## config.mk

```make
export PLATFORM = sky130hd
export DESIGN_NAME = product_accumulator_flat
export DESIGN_NICKNAME = d
export VERILOG_FILES = /design/src/rtl/product_accumulator_if.sv /design/src/rtl/product_accumulator.sv /design/src/flat_wrapper.sv
export SDC_FILE = /design/constraint.sdc
export NUM_CORES = 1
export LEC_CHECK = 0
export ABC_AREA = 1
export CAP_MARGIN = 20
export CORE_ASPECT_RATIO = 0.7
export CORE_MARGIN = 10
export CORE_UTILIZATION = 30
export DETAILED_ROUTE_END_ITERATION = 8
export SETUP_SLACK_MARGIN = 0.3
export SLEW_MARGIN = 10
export SYNTH_ARGS = -nofsm -noshare
export SYNTH_HDL_FRONTEND = slang
export SYNTH_SLANG_ARGS = --single-unit
export TNS_END_PERCENT = 100
```

## constraint.sdc

```tcl
create_clock -name clk -period 5.7 [get_ports clk]
set_input_delay 1.425 -clock clk [delete_from_list [all_inputs] [get_ports clk]]
set_output_delay 1.425 -clock clk [all_outputs]
set_load 0.005 [all_outputs]
```

## src/rtl/product_accumulator_if.sv

```systemverilog
// product_accumulator_if
//   Groups the product-stream handshake, the block-sum output handshake and
//   the clear/busy side signals of the product accumulator.
//   Modports:
//     master : the environment side. It drives in_valid, in_product,
//              out_ready and clear, and observes the rest.
//     slave  : the accumulator side.
//   Signals:
//     in_valid/in_ready/in_product : product stream (PROD_W bits, unsigned)
//     out_valid/out_ready/out_sum/out_ovf : block sum (ACC_W bits) + overflow
//     clear : synchronous abort of the current block
//     busy  : a block is partially accumulated
interface product_accumulator_if #(
  parameter int unsigned PROD_W = 12,
  parameter int unsigned ACC_W  = 20
);
  logic              in_valid;
  logic              in_ready;
  logic [PROD_W-1:0] in_product;
  logic              out_valid;
  logic              out_ready;
  logic [ACC_W-1:0]  out_sum;
  logic              out_ovf;
  logic              clear;
  logic              busy;

  modport master (
    output in_valid, in_product, out_ready, clear,
    input  in_ready, out_valid, out_sum, out_ovf, busy
  );

  modport slave (
    input  in_valid, in_product, out_ready, clear,
    output in_ready, out_valid, out_sum, out_ovf, busy
  );
endinterface

```

## src/rtl/product_accumulator.sv

```systemverilog
// product_accumulator
//   Sums fixed blocks of N_TERMS unsigned products (from the 6x6 multiplier)
//   into an ACC_W-bit accumulator. Each block sum is presented on a
//   registered valid/ready output together with a sticky carry-out flag.
//   Ports:
//     clk   : clock, rising edge
//     rst_n : synchronous active-low reset
//     bus   : product_accumulator_if slave modport (product stream in,
//             block sum out, clear, busy)
module product_accumulator #(
  parameter int unsigned PROD_W  = 12,
  parameter int unsigned ACC_W   = 20,
  parameter int unsigned N_TERMS = 8
) (
  input  logic                  clk,
  input  logic                  rst_n,
  product_accumulator_if.slave  bus
);

  localparam int unsigned CNT_W = $clog2(N_TERMS + 1);
  // Counter value held while the final term of a block is being accepted.
  localparam logic [CNT_W-1:0] LAST_CNT = CNT_W'(N_TERMS - 1);

  typedef enum logic [1:0] {
    IDLE  = 2'd0,
    ACCUM = 2'd1,
    DONE  = 2'd2
  } state_t;

  state_t           state;
  logic [ACC_W-1:0] acc;
  logic             ovf;
  logic [CNT_W-1:0] cnt;
  logic             out_valid_q;
  logic             accept;
  logic [ACC_W:0]   sum_ext;

  // in_ready is the only output with a combinational input dependency:
  // clear (and reset) must block the product offered in the same cycle.
  assign bus.in_ready = rst_n && !bus.clear && (state != DONE);
  assign accept       = bus.in_valid && bus.in_ready;

  always_comb begin
    sum_ext = {1'b0, acc} + (ACC_W + 1)'(bus.in_product);
  end

  always_ff @(posedge clk) begin
    if (!rst_n) begin
      state       <= IDLE;
      acc         <= '0;
      ovf         <= 1'b0;
      cnt         <= '0;
      out_valid_q <= 1'b0;
    end else if (bus.clear) begin
      state       <= IDLE;
      cnt         <= '0;
      ovf         <= 1'b0;
      out_valid_q <= 1'b0;
    end else begin
      case (state)
        IDLE: begin
          if (accept) begin
            // First term loads rather than adds, so acc never needs zeroing.
            acc <= ACC_W'(bus.in_product);
            ovf <= 1'b0;
            cnt <= CNT_W'(1);
            if (N_TERMS == 1) begin
              state       <= DONE;
              out_valid_q <= 1'b1;
            end else begin
              state <= ACCUM;
            end
          end
        end
        ACCUM: begin
          if (accept) begin
            acc <= sum_ext[ACC_W-1:0];
            ovf <= ovf | sum_ext[ACC_W];
            cnt <= cnt + CNT_W'(1);
            if (cnt == LAST_CNT) begin
              state       <= DONE;
              out_valid_q <= 1'b1;
            end
          end
        end
        DONE: begin
          if (bus.out_ready) begin
            state       <= IDLE;
            cnt         <= '0;
            out_valid_q <= 1'b0;
          end
        end
        default: state <= IDLE;
      endcase
    end
  end

  assign bus.out_valid = out_valid_q;
  assign bus.out_sum   = acc;
  assign bus.out_ovf   = ovf;
  assign bus.busy      = (state == ACCUM);

endmodule

```

## src/flat_wrapper.sv

```systemverilog
// flat-port wrapper written by rule: the top's interface ports become plain ports
module product_accumulator_flat 
#(
  parameter int unsigned PROD_W  = 12,
  parameter int unsigned ACC_W   = 20,
  parameter int unsigned N_TERMS = 8
)
  (clk, rst_n, bus_in_valid, bus_in_product, bus_out_ready, bus_clear, bus_in_ready, bus_out_valid, bus_out_sum, bus_out_ovf, bus_busy);
  product_accumulator_if #(.PROD_W(PROD_W), .ACC_W(ACC_W)) bus_i ();
  input  logic clk;
  input  logic rst_n;
  input wire logic [$bits(bus_i.in_valid)-1:0] bus_in_valid;
  input wire logic [$bits(bus_i.in_product)-1:0] bus_in_product;
  input wire logic [$bits(bus_i.out_ready)-1:0] bus_out_ready;
  input wire logic [$bits(bus_i.clear)-1:0] bus_clear;
  output wire logic [$bits(bus_i.in_ready)-1:0] bus_in_ready;
  output wire logic [$bits(bus_i.out_valid)-1:0] bus_out_valid;
  output wire logic [$bits(bus_i.out_sum)-1:0] bus_out_sum;
  output wire logic [$bits(bus_i.out_ovf)-1:0] bus_out_ovf;
  output wire logic [$bits(bus_i.busy)-1:0] bus_busy;
  assign bus_i.in_valid = bus_in_valid;
  assign bus_i.in_product = bus_in_product;
  assign bus_i.out_ready = bus_out_ready;
  assign bus_i.clear = bus_clear;
  assign bus_in_ready = bus_i.in_ready;
  assign bus_out_valid = bus_i.out_valid;
  assign bus_out_sum = bus_i.out_sum;
  assign bus_out_ovf = bus_i.out_ovf;
  assign bus_busy = bus_i.busy;
  product_accumulator #(.PROD_W(PROD_W), .ACC_W(ACC_W), .N_TERMS(N_TERMS)) u_core (.clk(clk), .rst_n(rst_n), .bus(bus_i));
endmodule
```

# Yosys cells after proc, flatten, opt, wreduce, memory -nomap -nowiden

Index checks and enable logic that the tools add are counted.
W data, S select, Z words.

Add/subtract/negate cells: 2
Equal/unequal tests: 8
Muxes and demuxes: 19
Bitwise logic cells: 3
Reduce and logical (&&, ||, !) cells: 14

Operators with widths:

| kind                  | count |
|---|---|
| $mux W20              | 2 |
| $pmux W20 S2          | 1 |
| $add A20 B12 Y21      | 1 |
| $reduce_and A4 Y1     | 4 |
| $mux W4               | 3 |
| $pmux W4 S3           | 1 |
| $mux W2               | 4 |
| $ne A2 B1 Y1 const B  | 3 |
| $pmux W2 S3           | 1 |
| $mux W1               | 5 |
| $add A4 B1 Y4 const B | 1 |
| $eq A4 B3 Y1 const B  | 1 |
| $ne A2 B2 Y1 const B  | 2 |
| $pmux W1 S2           | 2 |
| $reduce_bool A2 Y1    | 2 |
| $logic_and A1 B1 Y1   | 3 |
| $reduce_and A3 Y1     | 1 |
| $reduce_bool A3 Y1    | 1 |
| $eq A2 B1 Y1 const B  | 1 |
| $eq A2 B2 Y1 const B  | 1 |
| $logic_not A2 Y1      | 1 |
| $not A1 Y1            | 2 |
| $reduce_or A2 Y1      | 1 |
| $logic_not A1 Y1      | 1 |
| $or A1 B1 Y1          | 1 |

Bits in registers: 28
Input bits: 17
Output and inout port bits: 24
Logic and storage cells: 51

# Depth between registers and ports, before layout

Depth in word-level cells: 6
Depth in mapped cells: 13
Gate-level depth less buffers: 13

# Worst setup path before layout

Ideal clock, no wire load.

Kind: input to output
Start point: input port bus_clear
End point: output port bus_in_ready
Arrival: 1.683 ns
Data required time: 4.275 ns
Setup slack: 2.592 ns
Stages on the path: 3
Buffers on the path: 0
Cell sequence: inv_1 nand2_2 nor2_1

Longest elaborated chain between the ends: 3

RTL lines:

| what                             | RTL line                  | source |
|---|---|---|
| start, declared                  | flat_wrapper.sv:15        | `input wire logic [$bits(bus_i.clear)-1:0] bus_clear;` |
| $logic_not A1 Y1                 | product_accumulator.sv:40 | `assign bus.in_ready = rst_n && !bus.clear && (state != DONE);` |
| $logic_and A1 B1 Y1 (2 in a row) | product_accumulator.sv:40 |  |
| end, declared                    | flat_wrapper.sv:16        | `output wire logic [$bits(bus_i.in_ready)-1:0] bus_in_ready;` |

Every way passes these cells.

# Worst setup path after layout

Start point: input port rst_n
End point: output port bus_in_ready

Longest elaborated chain between the ends: 2

RTL lines:

| what                             | RTL line                  | source |
|---|---|---|
| start, declared                  | flat_wrapper.sv:11        | `input logic rst_n;` |
| $logic_and A1 B1 Y1 (2 in a row) | product_accumulator.sv:40 |  |

Every way passes these cells.

==> metrics <==
Tmin final 4.572 ns; share of post-route cells with drive strength above 1 5.263%; net count after synthesis 395; Final GP Congestion 0.9186; FMAX 218.7 MHz; Area contributors post-synth dfxtp_1 25%, nand2_1 17%, ha_1 9.5%; first-pass GRT wire length 10.93 mm; cts repair resizes 0; DRC 0; DR iter-0 viols 100; xor/xnor share of the synthesized area 1.570%; CTS tree done; largest net degree at the start of global routing 25; ANT cells 0; initial antenna violation count 0; vias in the first global route 2315; Power Density 169.9 nW/um2; Yosys top cell area share 25.11%; Placed Cells 493; synth-to-layout area growth 24.33%; Post-Layout Inst Area 2775 um2; CTS H-tree lvls 1; hold buffer count at CTS 0; CP max FO 14; CP Data Arrival Time 3.15 ns; Placed Area 2720 um2; Tightest Pin Transition 0.5879 ns; Final setup viols 0; area of the multi-input gates 1410 um2; Post-DRT Antenna Nets 0; crit end category primary output; P_leak 1.262 nW; CP Launch Type input pin; Compound-Gate Fraction of Synth Area 14.01%; Filler cells 793; largest family of logic cells by synthesized area simple AND/OR/NAND/NOR gates; net switching power 0.0001527 W; post-route setup TNS 0 ns; Slew Limit Fails 0; # IOs 41; Synth Warn # 0; Setup CP Type in2out; setup bufs post-CTS 0; HP Class reg2reg; Skew-Pair Late Insertion Delay 0.29 ns; Initial Utilization 30.77%; Root Buffer clkbuf_8; Tot Pwr 0.0004714 W; register area share after synthesis 25.11%; status complete, no violations; switching portion of total power 32.39%; Seq pwr share 44.2%; core box area 7254 um2; die area 11350 um2; Final Skew 0.007360 ns; Post-Synth Simple-Gate Area 37.16%; Clock transition at path regs 0.10 ns; clock share of power 28.2%; Rows 26; synth unique cells 34; Sink Count 28; Port-buffer cells 40; multiplexer share of the synthesized area 0%; P_int 0.0003187 W; CTS Buffer Depth 2; Final Hold Viols 0; unrepaired setup endpoints after global routing false; Comb pwr share 27.6%; CP required 4.28 ns; cell type with the largest total area after synthesis dfxtp_1; vias per inst 4.682; Slew Limit Headroom 60.68%; register area 560.5 um2; remaining global-route overflow 0; chip width 123.1 um; fin nets 435; Yosys reg bits 28; Final Non-Filler Cells 497; wire per inst 12.51 um; most frequent cells in the layout 104 x nand2_1, 54 x inv_1, 40 x clkdlybuf4s50_1, 35 x nor2_1, 32 x a21oi_1; Num CTS Buffers 3; final WL 6.217 mm; max cap viols 0; syn_area_per_cell 6.200 um2; gr usage total 11.60%; VDD IR max 94.24 uV; commonest non-fill, non-tap cell in the layout nand2_1; HPWL after detailed placement 4.831 mm; cell area after synthesis 2232 um2; Die Y-Extent 92.17 um; adder-cell share of the synthesized area 10.43%; 1st-pass router iterations 4; via count 2327; Syn Inst Count 360; period utilization 80.21%
==> power by group through the flow <==
stage,clock network (W),registers [W],logic [W]
finish,0.000133,0.000208,0.000130
global route,0.000145,0.000210,0.000151
CTS,0.000139,0.000209,0.000131
detailed placement,0,0.000213,0.000130
global placement,0,0.000213,0.000129
floorplan,0,0.000212,0.0000844
==> synth_stat cells <==
cell type  instances
dfxtp_1           28
a31oi_1            2
nor2_1            35
nand4_1            5
buf_6              1
nand2_1          104
inv_6              1
o211ai_1           1
buf_2              1
a21oi_2            1
o21ai_0           18
fa_1               1
ha_1              17
clkbuf_1           3
a21oi_1           32
nand3_1           23
xor2_1             4
nor3b_2            1
inv_2              2
a211oi_1           2
nor3_1             5
and2_1             3
nand3_2            2
or2_2              2
o21ai_2            1
nor3b_1            1
nor3_4             1
nand2_4            1
nand3b_2           1
nand2_2            3
o21ai_1            2
nand3b_1           1
inv_1             54
buf_8              1
==> critical path: stages <==
cell,delay (ns)
clkdlybuf4s50_1,0.84
nand2_2,0.19
nor2_1,0.16
clkdlybuf4s50_1,0.53
==> flip-flops by register name, summed over array words and instances, names as in the netlist <==
name                  flops
u_core.bus.out_sum       20
u_core.cnt                4
u_core.state              2
u_core.bus.out_ovf        1
u_core.bus.out_valid      1
==> kinds of logic after synthesis <==
kind of cell / count (synthesis)
DFF: 28
buffers and inverters: 63
xor gates and xnor gates: 4
and+or+nand+nor: 188
adders and majority gates: 18
AOI/OAI and AO/OA: 59
==> layout make-up <==
class / count / area share, %
clock buffer: 4 / 1.984
inverter: 57 / 7.890
multi-input combinational: 269 / 50.81
sequential: 28 / 20.20
tap: 98 / 4.418
timing repair buffer: 41 / 14.70
==> final timing paths <==
check                         from                     end  slack [ns]  cells after the start
max reg2reg  u_core.bus.out_sum[0]  u_core.bus.out_sum[14]        3.49                     13
max                          rst_n            bus_in_ready        1.13                      4
min           u_core.bus.out_valid    u_core.bus.out_valid        0.46                      2
min reg2reg   u_core.bus.out_valid    u_core.bus.out_valid        0.46                      2
==> per-layer routing <==
metal  part of all wire (%)  wire [um]  track usage, %  vias up
li1                       -          -               -     1227
met1                     52       3221           15.75     1061
met2                     42       2609           18.24       37
met3                    6.0        371           3.429        2
met4                   0.23         14           1.257        0
met5                      0          0               0        -
==> metrics by stage <==
step / setup slack [ns] / hold slack [ns] / util [%]
6_report: 1.128 / 0.4640 / 38.25
5_1_grt: 0.9947 / 0.5171 / 38.25
4_1_cts: 1.092 / 0.4689 / 38.25
3_5_place_dp: 1.109 / 0.4457 / 37.50
3_3_place_gp: 1.123 / 0.4431 / 37.50
2_1_floorplan: 2.592 / 0.4442 / -
Note: power is estimated with default switching activity, not from simulation.
